### src/rtl/adder_tree_acc.sv
// Registered pairwise adder tree reducing OUTPUT_SIZE signed 32-bit lanes to
// one sum, followed by an accumulator that merges multi-beat groups.
module adder_tree_acc #(
  parameter int OUTPUT_SIZE = 8
) (
  input  logic                          clk,
  input  logic                          rst_n,
  input  logic [OUTPUT_SIZE*32-1:0]     adder_in,
  input  logic                          in_valid,
  input  logic                          in_last,
  output logic                          in_ready,
  output logic signed [31:0]            sum_out,
  output logic                          out_valid,
  input  logic                          out_ready
);

  localparam int DATA_W = 32;
  localparam int LEVELS = $clog2(OUTPUT_SIZE);

  function automatic logic signed [DATA_W-1:0] wrap_add(
    input logic signed [DATA_W-1:0] a,
    input logic signed [DATA_W-1:0] b
  );
    return a + b;
  endfunction

  logic en;
  assign en       = !out_valid || out_ready;
  assign in_ready = en;

  for (genvar k = 0; k < LEVELS; k++) begin : g_lvl
    localparam int N = OUTPUT_SIZE >> (k + 1);

    logic signed [DATA_W-1:0] prev [2*N];
    logic                     prev_vld;
    logic                     prev_last;
    logic signed [DATA_W-1:0] sum_p [N];
    logic                     vld_p;
    logic                     last_p;

    if (k == 0) begin : g_in
      for (genvar j = 0; j < 2*N; j++) begin : g_lane
        assign prev[j] = adder_in[j*DATA_W +: DATA_W];
      end
      assign prev_vld  = in_valid;
      assign prev_last = in_last;
    end else begin : g_up
      for (genvar j = 0; j < 2*N; j++) begin : g_node
        assign prev[j] = g_lvl[k-1].sum_p[j];
      end
      assign prev_vld  = g_lvl[k-1].vld_p;
      assign prev_last = g_lvl[k-1].last_p;
    end

    // tree stage k: data carries no reset, bubbles are flagged by vld_p
    always_ff @(posedge clk) begin
      if (en) begin
        for (int j = 0; j < N; j++) begin
          sum_p[j] <= wrap_add(prev[2*j], prev[2*j+1]);
        end
      end
    end

    always_ff @(posedge clk or negedge rst_n) begin
      if (!rst_n) begin
        vld_p  <= 1'b0;
        last_p <= 1'b0;
      end else if (en) begin
        vld_p  <= prev_vld;
        last_p <= prev_last;
      end
    end
  end

  logic signed [DATA_W-1:0] tree_sum;
  logic                     tree_vld;
  logic                     tree_last;
  logic signed [DATA_W-1:0] acc;
  logic                     in_grp;
  logic signed [DATA_W-1:0] base;
  logic signed [DATA_W-1:0] total;

  assign tree_sum  = g_lvl[LEVELS-1].sum_p[0];
  assign tree_vld  = g_lvl[LEVELS-1].vld_p;
  assign tree_last = g_lvl[LEVELS-1].last_p;
  assign base      = in_grp ? acc : '0;
  assign total     = wrap_add(base, tree_sum);

  // accumulator stage: closing a group loads sum_out; consume and load may share an edge
  always_ff @(posedge clk or negedge rst_n) begin
    if (!rst_n) begin
      acc       <= '0;
      in_grp    <= 1'b0;
      sum_out   <= '0;
      out_valid <= 1'b0;
    end else if (en) begin
      if (tree_vld) begin
        if (tree_last) begin
          sum_out   <= total;
          out_valid <= 1'b1;
          in_grp    <= 1'b0;
          acc       <= '0;
        end else begin
          acc       <= total;
          in_grp    <= 1'b1;
          out_valid <= 1'b0;
        end
      end else begin
        out_valid <= 1'b0;
      end
    end
  end

endmodule
### config.mk
export PLATFORM = sky130hd
export DESIGN_NAME = adder_tree_acc
export DESIGN_NICKNAME = d
export VERILOG_FILES = /design/src/rtl/adder_tree_acc.sv
export SDC_FILE = /design/constraint.sdc
export NUM_CORES = 1
export LEC_CHECK = 0
export ABC_AREA = 1
export CAP_MARGIN = 20
export CORE_MARGIN = 4
export CORE_UTILIZATION = 58
export DETAILED_ROUTE_END_ITERATION = 10
export GPL_TIMING_DRIVEN = 0
export PLACE_DENSITY = 0.82
export SYNTH_ARGS = -nofsm -noshare
export SYNTH_HDL_FRONTEND = slang
export SYNTH_SLANG_ARGS = --single-unit
### constraint.sdc
create_clock -name clk -period 8.87 [get_ports clk]
set_input_delay 1.774 -clock clk [delete_from_list [all_inputs] [get_ports clk]]
set_output_delay 1.774 -clock clk [all_outputs]
set_load 0.01 [all_outputs]
==> Word level (Yosys, flattened, before mapping) <==
Memory sizes are Yosys's and may differ from the RTL's.
Cells that the tools add are included.
W data, S select, Z words.
{ "totals": {"reg_bits": 72, "mem_bits_rw": 224, "inputBits": 261, "out_inout_bits": 34, "elab_cells": 32, "mem_count": 3} }
{ "op_classes": {"add_sub_neg": 8, "mux": 7, "n_reduce_logical": 4} }
{ "mem_list": {"columns": ["name", "words", "word_bits", "read_ports", "rd_ports_with_merged_regs", "write_ports", "line", "rtl"], "rows": [
  ["g_lvl[0].sum_p", 4, 32, 4, 0, 4, "37", "logic signed [DATA_W-1:0] sum_p [N];"],
  ["g_lvl[1].sum_p", 2, 32, 2, 0, 2, "37", null],
  ["g_lvl[2].sum_p", 1, 32, 1, 0, 1, "37", null]
]} }
{ "ops": {"columns": ["operator", "n"], "rows": [
  ["$add A32 B32 Y32", 8],
  ["$mux W32", 2],
  ["$mux W1", 5],
  ["$reduce_and A3 Y1", 1],
  ["$reduce_and A2 Y1", 1],
  ["$logic_not A1 Y1", 1],
  ["$logic_or A1 B1 Y1", 1]
]} }

==> Logic depth before layout (Yosys ltp) <==
Gate-level depths: netlist of run 1.
{ "depth": {"word_depth": 4, "mapped_depth": 16, "ltp_nobuf": 14} }

==> Least setup slack after synthesis of run 1 <==
Ideal clock, no wire load.
{ "synth_path": {"kind": "in2reg", "startpoint": "input out_ready", "endpoint": "memory g_lvl[0].sum_p[0][0] (enable)", "setup_ns": 1.993, "arrival_time_ns": 6.240, "required_time_ns": 6.877, "path_slack_ns": 0.638, "cell_stages": 2, "path_buffers": 0, "cell_sequence": "nor2_2 -> clkinv_1"} }
{ "synth_lines": {"columns": ["item", "line", "rtl"], "rows": [
  ["start, declared", "14", "input logic out_ready"],
  ["end, declared", "37", null]
]} }

==> Worst setup path in the final report of run 1 <==
{ "layout_path": {"startpoint": "input out_ready", "endpoint": "output in_ready"} }
{ "layout_via": {"elab_chain_len": 1} }
{ "layout_lines": {"columns": ["item", "line", "rtl"], "rows": [
  ["$logic_or A1 B1 Y1", "28", "assign en = !out_valid || out_ready;"],
  ["end, declared", "11", "output logic in_ready,"]
]} }
Every way passes these cells.

==> results of run 1 <==
[per-layer routing]
metal	global-route usage, %	vias to the layer above	routed length, um
met5	0	-	0
met2	51.7	905	34300
met1	40.3	11200	31500
li1	-	12500	-
met4	9.41	0	2420
met3	3.37	149	5060
[power groups by stage]
stage | combinational (mW) | clock (mW) | sequential [mW]
final | 5.48 | 1.30 | 2.67
after global routing | 6.15 | 1.38 | 2.71
after CTS | 5.42 | 1.32 | 2.66
after detailed placement | 5.39 | 0 | 2.68
after global placement | 5.29 | 0 | 2.72
after floorplan | 3.84 | 0 | 2.59
[cell usage in the layout, fill, tap and decap left out, types with 3 or more instances in the layout]
cell type and count:
sky130_fd_sc_hd__ha_1 248, sky130_fd_sc_hd__nor4_2 3, sky130_fd_sc_hd__clkbuf_16 31, sky130_fd_sc_hd__fa_1 8
sky130_fd_sc_hd__nor2_2 16, sky130_fd_sc_hd__nand3_1 238, sky130_fd_sc_hd__nor4_1 11, sky130_fd_sc_hd__clkinvlp_4 4
sky130_fd_sc_hd__nand2_2 16, sky130_fd_sc_hd__o21ai_0 174, sky130_fd_sc_hd__o21ai_1 6, sky130_fd_sc_hd__nor2_1 369
sky130_fd_sc_hd__o21a_1 8, sky130_fd_sc_hd__buf_2 7, sky130_fd_sc_hd__dfrtp_1 72, sky130_fd_sc_hd__xnor2_1 28
sky130_fd_sc_hd__bufinv_16 3, sky130_fd_sc_hd__clkdlybuf4s50_1 293, sky130_fd_sc_hd__clkinv_2 4, sky130_fd_sc_hd__inv_2 9
sky130_fd_sc_hd__clkbuf_1 9, sky130_fd_sc_hd__and2_1 10, sky130_fd_sc_hd__nor3_1 48, sky130_fd_sc_hd__xor2_1 127
sky130_fd_sc_hd__clkinv_4 4, sky130_fd_sc_hd__o21bai_1 15, sky130_fd_sc_hd__clkinv_1 6, sky130_fd_sc_hd__inv_1 366
sky130_fd_sc_hd__a21oi_1 294, sky130_fd_sc_hd__edfxtp_1 224, sky130_fd_sc_hd__or2_1 7, sky130_fd_sc_hd__nor3_4 7
sky130_fd_sc_hd__nand2_1 1143, sky130_fd_sc_hd__o211ai_1 10, sky130_fd_sc_hd__a21o_1 17, sky130_fd_sc_hd__nand4_1 31
sky130_fd_sc_hd__nand3b_1 28
[stage by stage]
stage	hold WS (ns)	setup TNS [ns]	utilization, %	cells
5_1_grt	0.504	0	69.9	4490
3_3_place_gp	0.460	-407.02	67.4	4431
6_report	0.478	0	69.9	4490
3_5_place_dp	0.461	0	67.6	4433
2_1_floorplan	0.442	0	-	3552
4_1_cts	0.475	0	69.9	4490
[logic make-up after synthesis]
family | share of synthesized area [%]
AOI/OAI and AO/OA | 10.9
xor gates and xnor gates | 5.34
adders and majority gates | 12.8
buffers and inverters | 5.80
DFF | 33.5
and+or+nand+nor | 31.6
[worst register-to-register path, stage by stage, from the launching register on]
cell and delay, ns:
sky130_fd_sc_hd__dfrtp_1 0.32, sky130_fd_sc_hd__clkbuf_1 0.39, sky130_fd_sc_hd__clkbuf_1 0.40, sky130_fd_sc_hd__nand2_1 0.10, sky130_fd_sc_hd__inv_1 0.08, sky130_fd_sc_hd__ha_1 0.27, sky130_fd_sc_hd__nand2_1 0.15, sky130_fd_sc_hd__inv_1 0.05
sky130_fd_sc_hd__a21oi_1 0.25, sky130_fd_sc_hd__nand3_1 0.26, sky130_fd_sc_hd__nand2_1 0.21, sky130_fd_sc_hd__nand3_1 0.11, sky130_fd_sc_hd__nand3_1 0.12, sky130_fd_sc_hd__nand2_1 0.06
[area by class of cell]
| class | instances | area share [%] |
|---|---|---|
| multi-input combinational | 2865 | 51.1 |
| sequential | 296 | 28.3 |
| timing repair buffer | 296 | 9.92 |
| inverter | 376 | 4.69 |
| clock buffer | 32 | 2.58 |
| tap | 585 | 2.43 |
| clock inverter | 25 | 0.783 |
| buffer | 15 | 0.216 |
[registers in the layout (all words and copies together), names as in the netlist]
name	count
sum_out	32
g_lvl.vld_p	3
g_lvl.last_p	3
in_grp	1
out_valid	1
g_lvl.sum_p	224
acc	32
[final timing paths]
| kind | startpoint | end | slack [ns] |
|---|---|---|---|
| hold reg to reg | g_lvl[0].last_p | g_lvl[1].last_p | 0.48 |
| hold / removal | g_lvl[0].last_p | g_lvl[1].last_p | 0.48 |
| min in group asynchronous | rst_n | g_lvl[2].vld_p | 1.28 |
| setup / recovery | out_ready | in_ready | 3.84 |
| max in group asynchronous | rst_n | acc[28] | 6.99 |
| setup reg to reg | in_grp | acc[28] | 5.97 |
==> flow_summary.yaml, run 1 <==
final_layout:
  sequential_cell_area_um2: 8530
  n_antenna_cell: 0
  fill_cells: 3754
  area.growth.synth_to_final_pct: 18.7
  finalNetCount: 4398
  final_area_um2: 30200
  multi_input_comb_area_um2: 15400
  drive_gt1_share_pct: 2.89
detailed_routing:
  drt-pass1-iter-count: 8
  wirelength_um: 73300
  route.detailed.wl_per_inst_um: 16.3
  drtIter0Drc: 2036
  route.antenna.remaining_nets: 0
  num_vias: 24800
  drc: 0
  drt-vias-per-instance: 5.52
grt:
  grt_antenna_before_repair: 1
  globalRouteTotalUtil_pct: 30.1
  grt_first_pass_wirelength_um: 116000
  maximum_number_of_pins_on_one_net_before_global_route_repair: 114
  via_count_of_the_first_global_routing_pass: 23500
  globalRouteOverflowTotal: 0
critical_path:
  critPathSlowestCell: "sky130_fd_sc_hd__clkdlybuf4s50_1"
  worst-path-stages: 4
  worst-endpoint-required_ns: 7.10
  critical_path_class: "in -> out"
  crit_buf_inv: 3
  path_cells: "clkdlybuf4s50_1 -> nor2_2 -> clkinv_4 -> clkdlybuf4s50_1"
  crit_path_frequent_cell: "sky130_fd_sc_hd__clkdlybuf4s50_1"
  cp-end-kind: "primary output"
  critPathTopFamily: "buffers and inverters"
  worst-endpoint-arrival_ns: 3.25
  crit_path_max_fanout: 13
  cell_count_of_the_worst_reg_to_reg_path: 13
  critPathLaunchType: "input pin"
  critical_path.max_stage_delay_ns: 0.52
cts:
  tritoncts: "built"
  cts-root-to-sink-buffers: 3
  clock_insertion_delay_worst_skew_ns: 0.61
  cts_resized: 0
  post-cts-setup-buffer-count: 0
  cts-buffers-inserted: 31
  htreeDepth: 1
  cts-root-buf: "sky130_fd_sc_hd__clkbuf_16"
  cts.sink_count: 296
  cts_hold_buf: 0
  path_clk_slew_ns: 0.06
synth:
  synth_largest_type_area_fraction_pct: 26.4
  netlist.top_cell.by_area: "sky130_fd_sc_hd__edfxtp_1"
  synth.top_cells.by_area: "sky130_fd_sc_hd__edfxtp_1 26%, sky130_fd_sc_hd__nand2_1 17%, sky130_fd_sc_hd__ha_1 12%, sky130_fd_sc_hd__dfrtp_1 7.1%, sky130_fd_sc_hd__a21oi_1 5.8%"
  async_flop_share_pct: 24.3
  ys.flop_type: "sky130_fd_sc_hd__edfxtp_1"
  post_synth_inst_count: 3552
  ys_seq_elements: 296
  yosys.cell_count.top_type: "sky130_fd_sc_hd__nand2_1"
  synth_sequential_area_ratio_pct: 33.5
  syn_avg_cell_area_um2: 7.16
  synth.cells.most_frequent: "1143 x sky130_fd_sc_hd__nand2_1, 369 x sky130_fd_sc_hd__nor2_1, 366 x sky130_fd_sc_hd__inv_1, 294 x sky130_fd_sc_hd__a21oi_1, 248 x sky130_fd_sc_hd__ha_1"
  synth_cell_type_count: 33
  synth_enable_flop_cells: 224
  synth.yosys.warnings: 0
  syn-num-nets: 4069
  syn_std_cell_area_um2: 25400
run:
  max_cap_viol_count: 0
placement:
  dpl-instance-area_um2: 29200
  port_buffers: 294
  place_hpwl_um: 61400
  gp_congestion: 0.986
  pre_cts_slack_ns: 3.81
sta:
  setup_skew_ns: 0.0232
  final_period_minus_worst_setup_slack_ns: 5.03
  fmaxAchievable_mhz: 199
  worst_pin_slew_ns: 0.878
  grt_setup_unrepaired: "no"
  timing.final.crit_share_pct: 56.7
  timing_hold_violations_final: 0
  slew_headroom_pct: 41.5
  postLayoutSetupSlackWorst_ns: 3.84
  final-max-slew-violation-count: 0
  setup_viol: 0
pwr:
  power.density_nw_per_um2: 313
  p_int_mw: 4.99
  power_switching_mw: 4.46
  p_leak_nw: 14.5
  sequential_group_share_of_total_power_pct: 28.2
  clkPwrFrac_pct: 13.8
  finalPower_mw: 9.46
  netSwitchingFraction_pct: 47.2
  pwr-share-comb_pct: 58.0
  vdd_ir_drop_max_uv: 201
min_path:
  hold-path-cell-count: 2
  worst_hold_path_type: "reg -> reg"
floorplan:
  design.die.area_um2: 47300
  core-area_um2: 43200
  chipWidth_um: 217
  floorplan.io_pins: 295
  rows: 76
  initial_util_pct: 58.9
  die_y_um: 217
outcome:
  status: "finished clean"
No activity file was read; power rests on OpenSTA's default activity.
==> run 2, diff against run 1 <==
==> constraint.sdc (replaced) <==
create_clock -name clk -period 4.8 [get_ports clk]
set_input_delay 0.96 -clock clk [delete_from_list [all_inputs] [get_ports clk]]
set_output_delay 0.96 -clock clk [all_outputs]
set_load 0.01 [all_outputs]
==> run 2 against run 1 <==
Critical path depth did not move. Worst hold slack got worse by 0.0041 ns. Largest cell class unchanged. Clock skew rose by 0.0034 ns. Die area did not move.
==> flow_summary.yaml, run 2 (synthesized netlist as in run 1, its figures left out) <==
outcome:
  status: "finished clean"
sta:
  fmaxAchievable_mhz: 257
  final-max-slew-violation-count: 0
  grt_setup_unrepaired: "no"
  timing_hold_violations_final: 0
  timing.final.crit_share_pct: 81.1
  setup_viol: 0
  final_period_minus_worst_setup_slack_ns: 3.89
  slew_headroom_pct: 42.0
  setup_skew_ns: 0.0266
  postLayoutSetupSlackWorst_ns: 0.906
  worst_pin_slew_ns: 0.870
detailed_routing:
  num_vias: 24800
  route.antenna.remaining_nets: 0
  drt-pass1-iter-count: 8
  drc: 0
  drt-vias-per-instance: 5.51
  drtIter0Drc: 2166
  wirelength_um: 71300
  route.detailed.wl_per_inst_um: 15.9
cts:
  path_clk_slew_ns: 0.06
  cts-root-buf: "sky130_fd_sc_hd__clkbuf_16"
  cts.sink_count: 296
  cts-root-to-sink-buffers: 3
  tritoncts: "built"
  cts_resized: 0
  htreeDepth: 2
  post-cts-setup-buffer-count: 0
  cts-buffers-inserted: 34
  clock_insertion_delay_worst_skew_ns: 0.53
  cts_hold_buf: 0
min_path:
  hold_path.startpoint: "g_lvl[0].last_p"
  worst_hold_path_type: "reg -> reg"
floorplan:
  core-area_um2: 43200
  rows: 76
  design.die.area_um2: 47300
  chipWidth_um: 217
  floorplan.io_pins: 295
  die_y_um: 217
  initial_util_pct: 58.9
run:
  max_cap_viol_count: 0
critical_path:
  critical_path.startpoint: "out_ready"
  worst-endpoint-required_ns: 3.84
  worst-endpoint-arrival_ns: 2.93
  critical_path_class: "in -> out"
  cp-end-kind: "primary output"
  crit_path_max_fanout: 123
  critPathLaunchType: "input pin"
  critical_path.reg2reg.startpoint: "in_grp"
final_layout:
  finalCoreUtilization_pct: 70.2
  most-common-layout-cells: "1143 x sky130_fd_sc_hd__nand2_1, 369 x sky130_fd_sc_hd__nor2_1, 366 x sky130_fd_sc_hd__inv_1, 294 x sky130_fd_sc_hd__a21oi_1, 293 x sky130_fd_sc_hd__clkdlybuf4s50_1"
  layout_top_registers: "g_lvl.sum_p: 224 flops, acc: 32 flops, sum_out: 32 flops"
  area.growth.synth_to_final_pct: 19.2
  drive_gt1_share_pct: 2.89
  layout_commonest_cell: "sky130_fd_sc_hd__nand2_1"
  n_antenna_cell: 0
  largest_register_ff_count: 224
  largest-register: "g_lvl.sum_p"
  finalNetCount: 4400
grt:
  via_count_of_the_first_global_routing_pass: 23400
  globalRouteTotalUtil_pct: 29.4
  met1_usage_pct: 39.1
  grt_antenna_before_repair: 1
  globalRouteOverflowTotal: 0
  grt.met3_usage_pct: 4.12
  use_met2_pct: 49.8
  maximum_number_of_pins_on_one_net_before_global_route_repair: 124
  grt_first_pass_wirelength_um: 114000
  gr-max-usage-layer: "met2"
placement:
  pre_cts_slack_ns: 0.818
  gp_congestion: 1.00
  port_buffers: 294
  place_hpwl_um: 59900
pwr:
  power.density_nw_per_um2: 583
  p_leak_nw: 14.6
  vdd_ir_drop_max_uv: 335
run 2: cell count changes in the layout (fill, tap and decap cells not counted), sizes merged:
cell | before | now
buf | 10 | 9
bufinv | 3 | 4
clkbuf | 40 | 55
clkinv | 14 | 6
clkinvlp | 6 | 0
run 2: final timing paths:
check | depth (start not counted) | endpoint | slack [ns]
worst max-delay path | 4 | in_ready | 0.91
worst min-delay path | 2 | g_lvl[1].last_p | 0.47
worst max register to register | 15 | sum_out[22] | 1.91
worst min register to register | 2 | g_lvl[1].last_p | 0.47
max in group asynchronous | 1 | acc[28] | 3.66
min in group asynchronous | 1 | g_lvl[2].vld_p | 0.54
run 2: power breakdown:
part           leakage (nW)  total [mW]  switching (mW)  internal [mW]
Clock                 0.570        2.69            1.03           1.65
Combinational          10.7        10.1            6.53           3.54
Sequential             3.25        4.91           0.582           4.33
run 2: area by class of cell:
class / instances / area (um^2)
Fill cell: 3721 / 12900
Sequential cell: 296 / 8530
Timing Repair Buffer: 295 / 2970
Clock buffer: 47 / 982
Inverter: 376 / 1420
Tap cell: 585 / 732
Buffer: 15 / 65.1
Clock inverter: 12 / 176
Multi-Input combinational cell: 2865 / 15400
run 2: critical path, cell delays in order:
cell and delay, ns:
sky130_fd_sc_hd__clkdlybuf4s50_1 0.42, sky130_fd_sc_hd__nor2_2 0.40, sky130_fd_sc_hd__clkinv_8 0.49, sky130_fd_sc_hd__clkdlybuf4s50_1 0.65
run 2: through the flow:
stage                     TNS (ns)  total power [mW]  hold WS [ns]  cell area [um^2]  cells
after floorplan                  0              11.8         0.442             25400   3552
after global placement     -244.30              14.7         0.461             29100   4431
after detailed placement         0              14.9         0.457             29100   4432
after CTS                        0              17.6         0.480             30300   4491
after global routing             0              19.2         0.504             30300   4491
final                            0              17.7         0.474             30300   4491
run 2: metal layers:
metal  wire length, um  vias up
li1                  -    12500
met1             30300    11100
met2             33000      977
met3              5340      178
met4              2550        0
met5                 0        -
